<file path="config.mk">
export PLATFORM = sky130hd
export DESIGN_NAME = eth_stats_accumulator
export DESIGN_NICKNAME = d
export VERILOG_FILES = /design/src/rtl/eth_stats_accumulator.sv
export SDC_FILE = /design/constraint.sdc
export NUM_CORES = 1
export LEC_CHECK = 0
export CORE_UTILIZATION = 48
export DETAILED_ROUTE_END_ITERATION = 6
export PLACE_DENSITY_LB_ADDON = 0.25
export SLEW_MARGIN = 30
export SYNTH_ARGS = -nofsm -noshare
export SYNTH_HDL_FRONTEND = slang
export SYNTH_SLANG_ARGS = --single-unit
</file>
<file path="constraint.sdc">
create_clock -name clk -period 6.7 [get_ports clk]
set_input_delay 1.34 -clock clk [delete_from_list [all_inputs] [get_ports clk]]
set_output_delay 1.34 -clock clk [all_outputs]
set_load 0.05 [all_outputs]
</file>
<file path="src/rtl/eth_stats_accumulator.sv">
// rtl/eth_stats_accumulator.sv - TX/RX frame report accumulator with round-robin shared adder and snapshot readout
// Optional feature macro: ETH_STATS_SNAPSHOT_EN (snapshot registers and clear-on-snapshot).
module eth_stats_accumulator #(
  parameter int CNT_W = 64
) (
  input  logic             clk,
  input  logic             rst_n,
  input  logic             enable,
  input  logic             tx_valid,
  input  logic [15:0]      tx_bytes,
  input  logic             tx_good,
  input  logic             rx_valid,
  input  logic [15:0]      rx_bytes,
  input  logic             rx_good,
  input  logic             snap_req,
  input  logic             snap_clear,
  output logic             snap_done,
  output logic [CNT_W-1:0] snap_tx_bytes,
  output logic [CNT_W-1:0] snap_tx_good,
  output logic [CNT_W-1:0] snap_tx_bad,
  output logic [CNT_W-1:0] snap_rx_bytes,
  output logic [CNT_W-1:0] snap_rx_good,
  output logic [CNT_W-1:0] snap_rx_bad,
  output logic [15:0]      dropped
);

  typedef enum logic {SRC_TX = 1'b0, SRC_RX = 1'b1} src_e;

  logic             tx_full_q, tx_full_d, rx_full_q, rx_full_d;
  logic [15:0]      tx_len_q, tx_len_d, rx_len_q, rx_len_d;
  logic             tx_ok_q, tx_ok_d, rx_ok_q, rx_ok_d;
  src_e             last_q, last_d;
  logic [15:0]      dropped_q, dropped_d;
  logic             snap_done_q;
  logic [CNT_W-1:0] txb_q, txg_q, txe_q, rxb_q, rxg_q, rxe_q;
  logic [CNT_W-1:0] txb_d, txg_d, txe_d, rxb_d, rxg_d, rxe_d;
  logic [CNT_W-1:0] txb_b, txg_b, txe_b, rxb_b, rxg_b, rxe_b;
  logic [CNT_W-1:0] byte_sum, inc_base, inc_res;
  logic [15:0]      upd_len;
  logic             upd_ok;
  logic             grant_tx, grant_rx, clear_live;
  logic             tx_acc, rx_acc, tx_drop, rx_drop;
  logic [16:0]      drop_sum;

  assign grant_tx = tx_full_q && (!rx_full_q || last_q == SRC_RX);
  assign grant_rx = rx_full_q && !grant_tx;

`ifdef ETH_STATS_SNAPSHOT_EN
  assign clear_live = snap_req && snap_clear;
`else
  assign clear_live = 1'b0;
`endif

  // A clear zeroes the base first, so an update granted in the same cycle lands on zero.
  assign txb_b = clear_live ? '0 : txb_q;
  assign txg_b = clear_live ? '0 : txg_q;
  assign txe_b = clear_live ? '0 : txe_q;
  assign rxb_b = clear_live ? '0 : rxb_q;
  assign rxg_b = clear_live ? '0 : rxg_q;
  assign rxe_b = clear_live ? '0 : rxe_q;

  assign upd_len  = grant_tx ? tx_len_q : rx_len_q;
  assign upd_ok   = grant_tx ? tx_ok_q : rx_ok_q;
  assign byte_sum = (grant_tx ? txb_b : rxb_b) + {{(CNT_W-16){1'b0}}, upd_len};
  assign inc_base = grant_tx ? (upd_ok ? txg_b : txe_b) : (upd_ok ? rxg_b : rxe_b);
  assign inc_res  = inc_base + {{(CNT_W-1){1'b0}}, 1'b1};

  always_comb begin
    txb_d = txb_b;
    txg_d = txg_b;
    txe_d = txe_b;
    rxb_d = rxb_b;
    rxg_d = rxg_b;
    rxe_d = rxe_b;
    if (grant_tx) begin
      txb_d = byte_sum;
      if (upd_ok) txg_d = inc_res;
      else        txe_d = inc_res;
    end else if (grant_rx) begin
      rxb_d = byte_sum;
      if (upd_ok) rxg_d = inc_res;
      else        rxe_d = inc_res;
    end
  end

  // The granted slot frees on this edge, so a report arriving now refills it instead of dropping.
  assign tx_acc  = enable && tx_valid;
  assign rx_acc  = enable && rx_valid;
  assign tx_drop = tx_acc && tx_full_q && !grant_tx;
  assign rx_drop = rx_acc && rx_full_q && !grant_rx;
  assign drop_sum = {1'b0, dropped_q} + {16'b0, tx_drop} + {16'b0, rx_drop};

  always_comb begin
    tx_full_d = tx_full_q && !grant_tx;
    tx_len_d  = tx_len_q;
    tx_ok_d   = tx_ok_q;
    rx_full_d = rx_full_q && !grant_rx;
    rx_len_d  = rx_len_q;
    rx_ok_d   = rx_ok_q;
    last_d    = last_q;
    if (tx_acc && !tx_drop) begin
      tx_full_d = 1'b1;
      tx_len_d  = tx_bytes;
      tx_ok_d   = tx_good;
    end
    if (rx_acc && !rx_drop) begin
      rx_full_d = 1'b1;
      rx_len_d  = rx_bytes;
      rx_ok_d   = rx_good;
    end
    if (grant_tx)      last_d = SRC_TX;
    else if (grant_rx) last_d = SRC_RX;
    dropped_d = drop_sum[16] ? 16'hFFFF : drop_sum[15:0];
  end

  always_ff @(posedge clk or negedge rst_n) begin
    if (!rst_n) begin
      tx_full_q   <= 1'b0;
      tx_len_q    <= '0;
      tx_ok_q     <= 1'b0;
      rx_full_q   <= 1'b0;
      rx_len_q    <= '0;
      rx_ok_q     <= 1'b0;
      last_q      <= SRC_RX;
      dropped_q   <= '0;
      snap_done_q <= 1'b0;
      txb_q       <= '0;
      txg_q       <= '0;
      txe_q       <= '0;
      rxb_q       <= '0;
      rxg_q       <= '0;
      rxe_q       <= '0;
    end else begin
      tx_full_q   <= tx_full_d;
      tx_len_q    <= tx_len_d;
      tx_ok_q     <= tx_ok_d;
      rx_full_q   <= rx_full_d;
      rx_len_q    <= rx_len_d;
      rx_ok_q     <= rx_ok_d;
      last_q      <= last_d;
      dropped_q   <= dropped_d;
      snap_done_q <= snap_req;
      txb_q       <= txb_d;
      txg_q       <= txg_d;
      txe_q       <= txe_d;
      rxb_q       <= rxb_d;
      rxg_q       <= rxg_d;
      rxe_q       <= rxe_d;
    end
  end

  assign snap_done = snap_done_q;
  assign dropped   = dropped_q;

`ifdef ETH_STATS_SNAPSHOT_EN
  logic [CNT_W-1:0] s_txb_q, s_txg_q, s_txe_q, s_rxb_q, s_rxg_q, s_rxe_q;

  // Snapshot captures pre-update values so the result is coherent across all six counters.
  always_ff @(posedge clk or negedge rst_n) begin
    if (!rst_n) begin
      s_txb_q <= '0;
      s_txg_q <= '0;
      s_txe_q <= '0;
      s_rxb_q <= '0;
      s_rxg_q <= '0;
      s_rxe_q <= '0;
    end else if (snap_req) begin
      s_txb_q <= txb_q;
      s_txg_q <= txg_q;
      s_txe_q <= txe_q;
      s_rxb_q <= rxb_q;
      s_rxg_q <= rxg_q;
      s_rxe_q <= rxe_q;
    end
  end

  assign snap_tx_bytes = s_txb_q;
  assign snap_tx_good  = s_txg_q;
  assign snap_tx_bad   = s_txe_q;
  assign snap_rx_bytes = s_rxb_q;
  assign snap_rx_good  = s_rxg_q;
  assign snap_rx_bad   = s_rxe_q;
`else
  assign snap_tx_bytes = txb_q;
  assign snap_tx_good  = txg_q;
  assign snap_tx_bad   = txe_q;
  assign snap_rx_bytes = rxb_q;
  assign snap_rx_good  = rxg_q;
  assign snap_rx_bad   = rxe_q;
`endif

endmodule

</file>
==> metrics.md, run 1 <==
| Metric | Value |
|---|---|
| MaxCap Viol Count | `0` |
| CP max FO | `66` |
| Seq pwr share | `0.342` |
| Initial antenna violation count | `0` |
| Leading area contributor after synthesis | `dfrtp_1` |
| Startpoint Class | `register` |
| I/O pin total | `442` |
| DP HPWL | `53.76 mm` |
| Synth warn | `0` |
| Total grt overflow | `0` |
| Yosys cell types | `78` |
| Final Max Tran Viols | `0` |
| DIE WIDTH | `221.7 um` |
| Total track usage | `0.3146` |
| Clock Sinks | `438` |
| Area of the core | `47650 sq um` |
| Tcrit/Tclk final | `0.7814` |
| Syn_nets | `2463` |
| Die Y | `221.7 um` |
| Total CTS buffers | `48` |
| Fin crit period | `5.235 ns` |
| Final WL | `78.40 mm` |
| 1st-pass router iterations | `6` |
| Post-Syn Instances | `2402` |
| Final setup fails | `0` |
| Vias in the first global route | `20482` |
| Slew headroom | `0.3058` |
| Cell with the most instances after synthesis | `dfrtp_1` |
| Post-CTS setup repair buffer count | `0` |
| Iter 0 DRT Violations | `2258` |
| Dominant synthesized flop cell | `dfrtp_1` |
| GP Congestion | `0.9490` |
| Area Overhead vs Synth | `28.55%` |
| DRC | `0` |
| FMAX | `191.0 MHz` |
| Max stage delay on crit path | `0.84 ns` |
| Avg WL per Cell | `22.79 um` |
| #FFs+latches synth | `438` |
| CP Cell Sequence | `nand2b_2, nand2_4, buf_4, nand2_1, o21ai_0, ha_1, o21ai_2, or4_1, or4_1, xnor2_1, o21ai_0` |
| CP Capture Type | `register` |
| Antenna Cells | `0` |
| Largest delay share family, worst path | `simple AND/OR/NAND/NOR gates` |
| Sequential element share of the synthesized area | `0.4730` |
| Worst slew pin tran | `1.032 ns` |
| Switch Pwr | `0.004402 W` |
| Switching Fraction | `0.4205` |
| Vias post-DR | `20834` |
| Status | `finished, final reports clean` |
| H-tree depth | `2` |
| Largest net degree at the start of global routing | `185` |
| Yosys top cell area share | `0.4718` |
| Worst Path Arrival | `5.69 ns` |
| Pint | `0.006066 W` |
| CTS max path bufs | `3` |
| Syn_area_per_cell | `9.649 sq um` |
| Power per cell area | `351.4 nW/um^2` |
| Die area | `49170 sq um` |
| PostCTS Resize Cnt | `0` |
| First-pass GRT wire length | `121.1 mm` |
| WP buf/inv | `1` |
| Ys async rst share | `1.000` |
| CTS tree | `built` |
| Slowest CP cell | `or4_1` |
| Hold-fix buffers, CTS | `0` |
| Clock transition at path regs | `0.06 ns` |
| Clock Power Share | `0.270` |
| Count of flip-flops with a built-in enable after synthesis | `0` |
| Worst-skew pair later-pin latency | `0.61 ns` |
| IO Port Bufs | `440` |
| Gate power share | `0.388` |
| Area contributors post-synth | `dfrtp_1 47%, xor2_1 7.2%, nand2_1 6.2%` |
| Post-DR vias/cell | `6.056` |
| Post-DRT Antenna Nets | `0` |
| Setup Crit Path Kind | `register to register` |
| Root Buffer | `clkbuf_16` |
| Setup TNS | `0 ns` |
| Unrepaired setup endpoints after global routing | `no` |
| Post-Syn Area | `23180 sq um` |
| Crit path required time | `7.15 ns` |
| Setup Skew | `0.03024 ns` |
| Maximum vdd drop | `0.3347 mV` |
| Row count | `80` |
| Final hold slack | `0.4710 ns` |
| Fin nets | `2847` |
| Post-route core utilization | `0.6253` |
| Leak Pwr | `13.16 nW` |
| Initial Util | `0.4864` |
| Hold WC Path Type | `register to register` |
| Final Hold Fails | `0` |
| Layout cells sized above 1 | `0.08212` |
| Synth cell count leaders | `437 x dfrtp_1, 384 x nand2_1, 191 x xor2_1, 158 x o21ai_0, 133 x nor3_1` |
==> kinds of logic (layout without fill, tap and decap cells) <==
family	Yosys count	in the layout	share of synthesized area
adders and majority gates	20	20	0.01144
and+or+nand+nor	983	983	0.2106
xor gates and xnor gates	273	273	0.1032
buffers and inverters	161	584	0.03082
DFF	438	438	0.4730
muxes	152	152	0.06910
AOI/OAI and AO/OA	375	375	0.1019
==> flip-flops by register name (all words and copies together), names as in the netlist <==
name           flops
snap_tx_good      64
tx_ok_q            1
snap_rx_bytes     64
snap_tx_bad       64
rx_ok_q            1
rx_len_q          16
dropped           16
snap_tx_bytes     64
tx_full_q          1
snap_rx_good      64
snap_done          1
rx_full_q          1
snap_rx_bad       64
tx_len_q          16
last_q             1
==> power by group through the flow <==
stage | Sequential [W] | Combinational, W | Clock, W
3_3_place_gp | 0.00359 | 0.00395 | 0
5_1_grt | 0.00363 | 0.00430 | 0.00295
6_report | 0.00358 | 0.00406 | 0.00283
2_1_floorplan | 0.00476 | 0.00140 | 0
3_5_place_dp | 0.00361 | 0.00402 | 0
4_1_cts | 0.00357 | 0.00404 | 0.00285
==> routing by layer <==
layer / track usage / part of all wire / vias up
met1: 0.4175 / 0.41 / 10378
met3: 0.08044 / 0.092 / 179
li1: - / - / 9291
met5: 0 / 0 / -
met4: 0.1113 / 0.032 / 0
met2: 0.4992 / 0.47 / 986
==> area by class of cell <==
type	instances	area, sq um
inverters	20	75.07
fillers	3915	17850
clock inverters	18	250.2
multi-input cells	1803	11580
flip-flops and latches	438	10970
clock buffers	71	1419
well taps	615	769.5
repair buffers	475	4732
==> cell usage in the layout (no fill, tap or decap), drive strengths merged, types with 11 or more instances in the layout <==
cell type	instances
nand4	44
mux2	64
clkbuf	71
xor2	191
a21oi	57
ha	18
dfrtp	437
buf	36
o211ai	12
nor2b	16
a21o	11
xnor2	82
and3	18
mux2i	88
nor3	138
or3	13
nand2b	11
nand2	385
nor2	101
a31oi	27
and4	15
nand4b	15
nor4	53
clkdlybuf4s50	439
inv	21
nand3	106
o21ai	160
a211oi	26
nand3b	19
==> final timing paths <==
| check | start | end | depth (start not counted) | slack, ns |
|---|---|---|---|---|
| setup / recovery | rx_full_q | snap_rx_bad[34] | 11 | 1.46 |
| hold / removal | snap_tx_bad[63] | snap_tx_bad[63] | 1 | 0.47 |
| setup reg to reg | rx_full_q | snap_rx_bad[34] | 11 | 1.46 |
| hold reg to reg | snap_tx_bad[63] | snap_tx_bad[63] | 1 | 0.47 |
| max in group asynchronous | rst_n | tx_ok_q | 3 | 4.57 |
| min in group asynchronous | rst_n | snap_rx_bad[40] | 1 | 0.70 |
==> stage by stage <==
stage	total power [W]	worst slack [ns]	std cells	instance area, sq um
5_1_grt	0.01088	1.138	3440	29790
6_report	0.01047	1.465	3440	29790
3_5_place_dp	0.007625	1.433	3349	28090
4_1_cts	0.01046	1.402	3438	29750
3_3_place_gp	0.007542	1.597	3347	28030
2_1_floorplan	0.006156	1.683	2402	23180
No activity file was read; power rests on OpenSTA's default activity.
==> run 2: changes to the inputs <==
==> constraint.sdc (replaced) <==
create_clock -name clk -period 5 [get_ports clk]
set_input_delay 1 -clock clk [delete_from_list [all_inputs] [get_ports clk]]
set_output_delay 1 -clock clk [all_outputs]
set_load 0.05 [all_outputs]
==> metrics.md, run 2 (synthesis results as in run 1) <==
| Metric | Value |
|---|---|
| Status | `finished, final reports clean` |
| DP HPWL | `54.80 mm` |
| 1st-pass router iterations | `6` |
| Commonest non-fill, non-tap cell in the layout | `clkdlybuf4s50_1` |
| CP max FO | `38` |
| Final hold slack | `0.2971 ns` |
| Max stage delay on crit path | `0.85 ns` |
| Hold WC Path Type | `input pin to asynchronous set/reset pin` |
| Final WL | `79.72 mm` |
| Worst Path Arrival | `5.00 ns` |
| Slowest CP cell | `nor3b_1` |
| Total grt overflow | `0` |
| Row count | `80` |
| Avg WL per Cell | `23.08 um` |
| Worst setup margin | `0.4202 ns` |
| Post-DRT Antenna Nets | `0` |
| Unrepaired setup endpoints after global routing | `no` |
| CP Capture Type | `register` |
| Fill cells | `3890` |
| FMAX | `218.4 MHz` |
| Worst slew pin tran | `1.001 ns` |
| Reg2Reg Depth | `9` |
| Slew headroom | `0.3330` |
| Startpoint Class | `register` |
| Worst-skew pair later-pin latency | `0.60 ns` |
| Fin crit period | `4.580 ns` |
| FF-to-FF setup slack | `0.42 ns` |
| Largest net degree at the start of global routing | `117` |
| Post-DR vias/cell | `6.063` |
| Final instance area | `30000 sq um` |
| Setup Crit Path Kind | `register to register` |
| Setup WS pre-CTS | `0.5097 ns` |
| Die area | `49170 sq um` |
| Total CTS buffers | `49` |
| Initial Util | `0.4864` |
| Clock transition at path regs | `0.06 ns` |
| H-tree depth | `2` |
| Reg2reg start | `rx_full_q` |
| Final Max Tran Viols | `0` |
| Tcrit/Tclk final | `0.9160` |
| Iter 0 DRT Violations | `1931` |
| Leak Pwr | `13.28 nW` |
| CP Cell Sequence | `nand2b_2, nand2_4, buf_4, buf_4, o221ai_1, nor3b_1, nand4_2, o31ai_1, a31oi_1` |
| PostCTS Resize Cnt | `0` |
| IO Port Bufs | `440` |
| Crit path top cell by count | `buf_4` |
| Die Y | `221.7 um` |
| Setup TNS | `0 ns` |
| Power per cell area | `472.1 nW/um^2` |
| Most frequent cells in the layout | `439 x clkdlybuf4s50_1, 434 x dfrtp_1, 380 x nand2_1, 191 x xor2_1, 158 x o21ai_0` |
| Maximum vdd drop | `0.4154 mV` |
| Final setup fails | `0` |
| Hold-fix buffers, CTS | `0` |
| Area after DPL | `28230 sq um` |
| Root Buffer | `clkbuf_16` |
| Clock Sinks | `438` |
| Area Overhead vs Synth | `29.44%` |
| Crit path depth | `9` |
| I/O pin total | `442` |
| Area of the core | `47650 sq um` |
| DIE WIDTH | `221.7 um` |
| First-pass GRT wire length | `122.9 mm` |
| Largest delay share family, worst path | `simple AND/OR/NAND/NOR gates` |
| Layout cells sized above 1 | `0.08771` |
| CTS max path bufs | `3` |
| Final Hold Fails | `0` |
| Setup Skew | `0.02521 ns` |
| Fin nets | `2864` |
| Crit Reg-Reg Endpoint | `snap_tx_bad[59]` |
| WP buf/inv | `2` |
| Vias in the first global route | `20671` |
| Antenna Cells | `0` |
| DRC | `0` |
| Crit path required time | `5.42 ns` |
| Final total power | `0.01416 W` |
| GP Congestion | `0.9177` |
| Vias post-DR | `20940` |
| Total track usage | `0.3207` |
| Initial antenna violation count | `0` |
| MaxCap Viol Count | `0` |
| Post-CTS setup repair buffer count | `0` |
| CTS tree | `built` |
==> run 2: cell count changes in the layout (fill, tap and decap cells not counted), sizes merged <==
cell	delta
clkbuf	-1
inv	-2
buf	+16
bufinv	+1
==> run 2: power by group <==
group	switching, W	internal (W)	leakage (nW)
Sequential	0.000728	0.00411	5.83
Clock	0.00152	0.00236	0.849
Combinational	0.00369	0.00176	6.60
==> run 2: per-stage QoR <==
| stage | std cells | util |
|---|---|---|
| after detailed placement | 3365 | 0.5924 |
| after global routing | 3454 | 0.6296 |
| after floorplan | 2402 | - |
| after global placement | 3365 | 0.5921 |
| final | 3454 | 0.6296 |
| after CTS | 3452 | 0.6285 |
==> run 2: worst max-delay path by stage <==
stage,slack (ns),endpoint,from
after global placement,0.73,snap_rx_bad[59],rx_full_q
after detailed placement,0.51,snap_tx_bad[59],rx_full_q
final,0.42,snap_tx_bad[59],rx_full_q
after floorplan,0.08,snap_tx_bytes[27],rx_full_q
after global routing,0.09,snap_tx_bad[59],rx_full_q
after CTS,0.48,snap_tx_bad[59],rx_full_q
==> run 2: cell type report <==
cell class                      instances  area [sq um]  share of cell area
Timing Repair Buffer                  491          4887              0.1629
Clock buffer                           70          1446             0.04821
Inverter                               20         75.07            0.002502
Clock inverter                         17         274.0            0.009134
Multi-Input combinational cell       1803         11580              0.3859
Sequential cell                       438         10970              0.3657
Tap cell                              615         769.5             0.02565
==> run 2: routing by layer <==
| metal | up-vias | track usage | part of all wire |
|---|---|---|---|
| met3 | 174 | 0.06984 | 0.083 |
| met2 | 949 | 0.5062 | 0.47 |
| li1 | 9323 | - | - |
| met4 | 0 | 0.1293 | 0.035 |
| met1 | 10494 | 0.4296 | 0.41 |
| met5 | - | 0 | 0 |
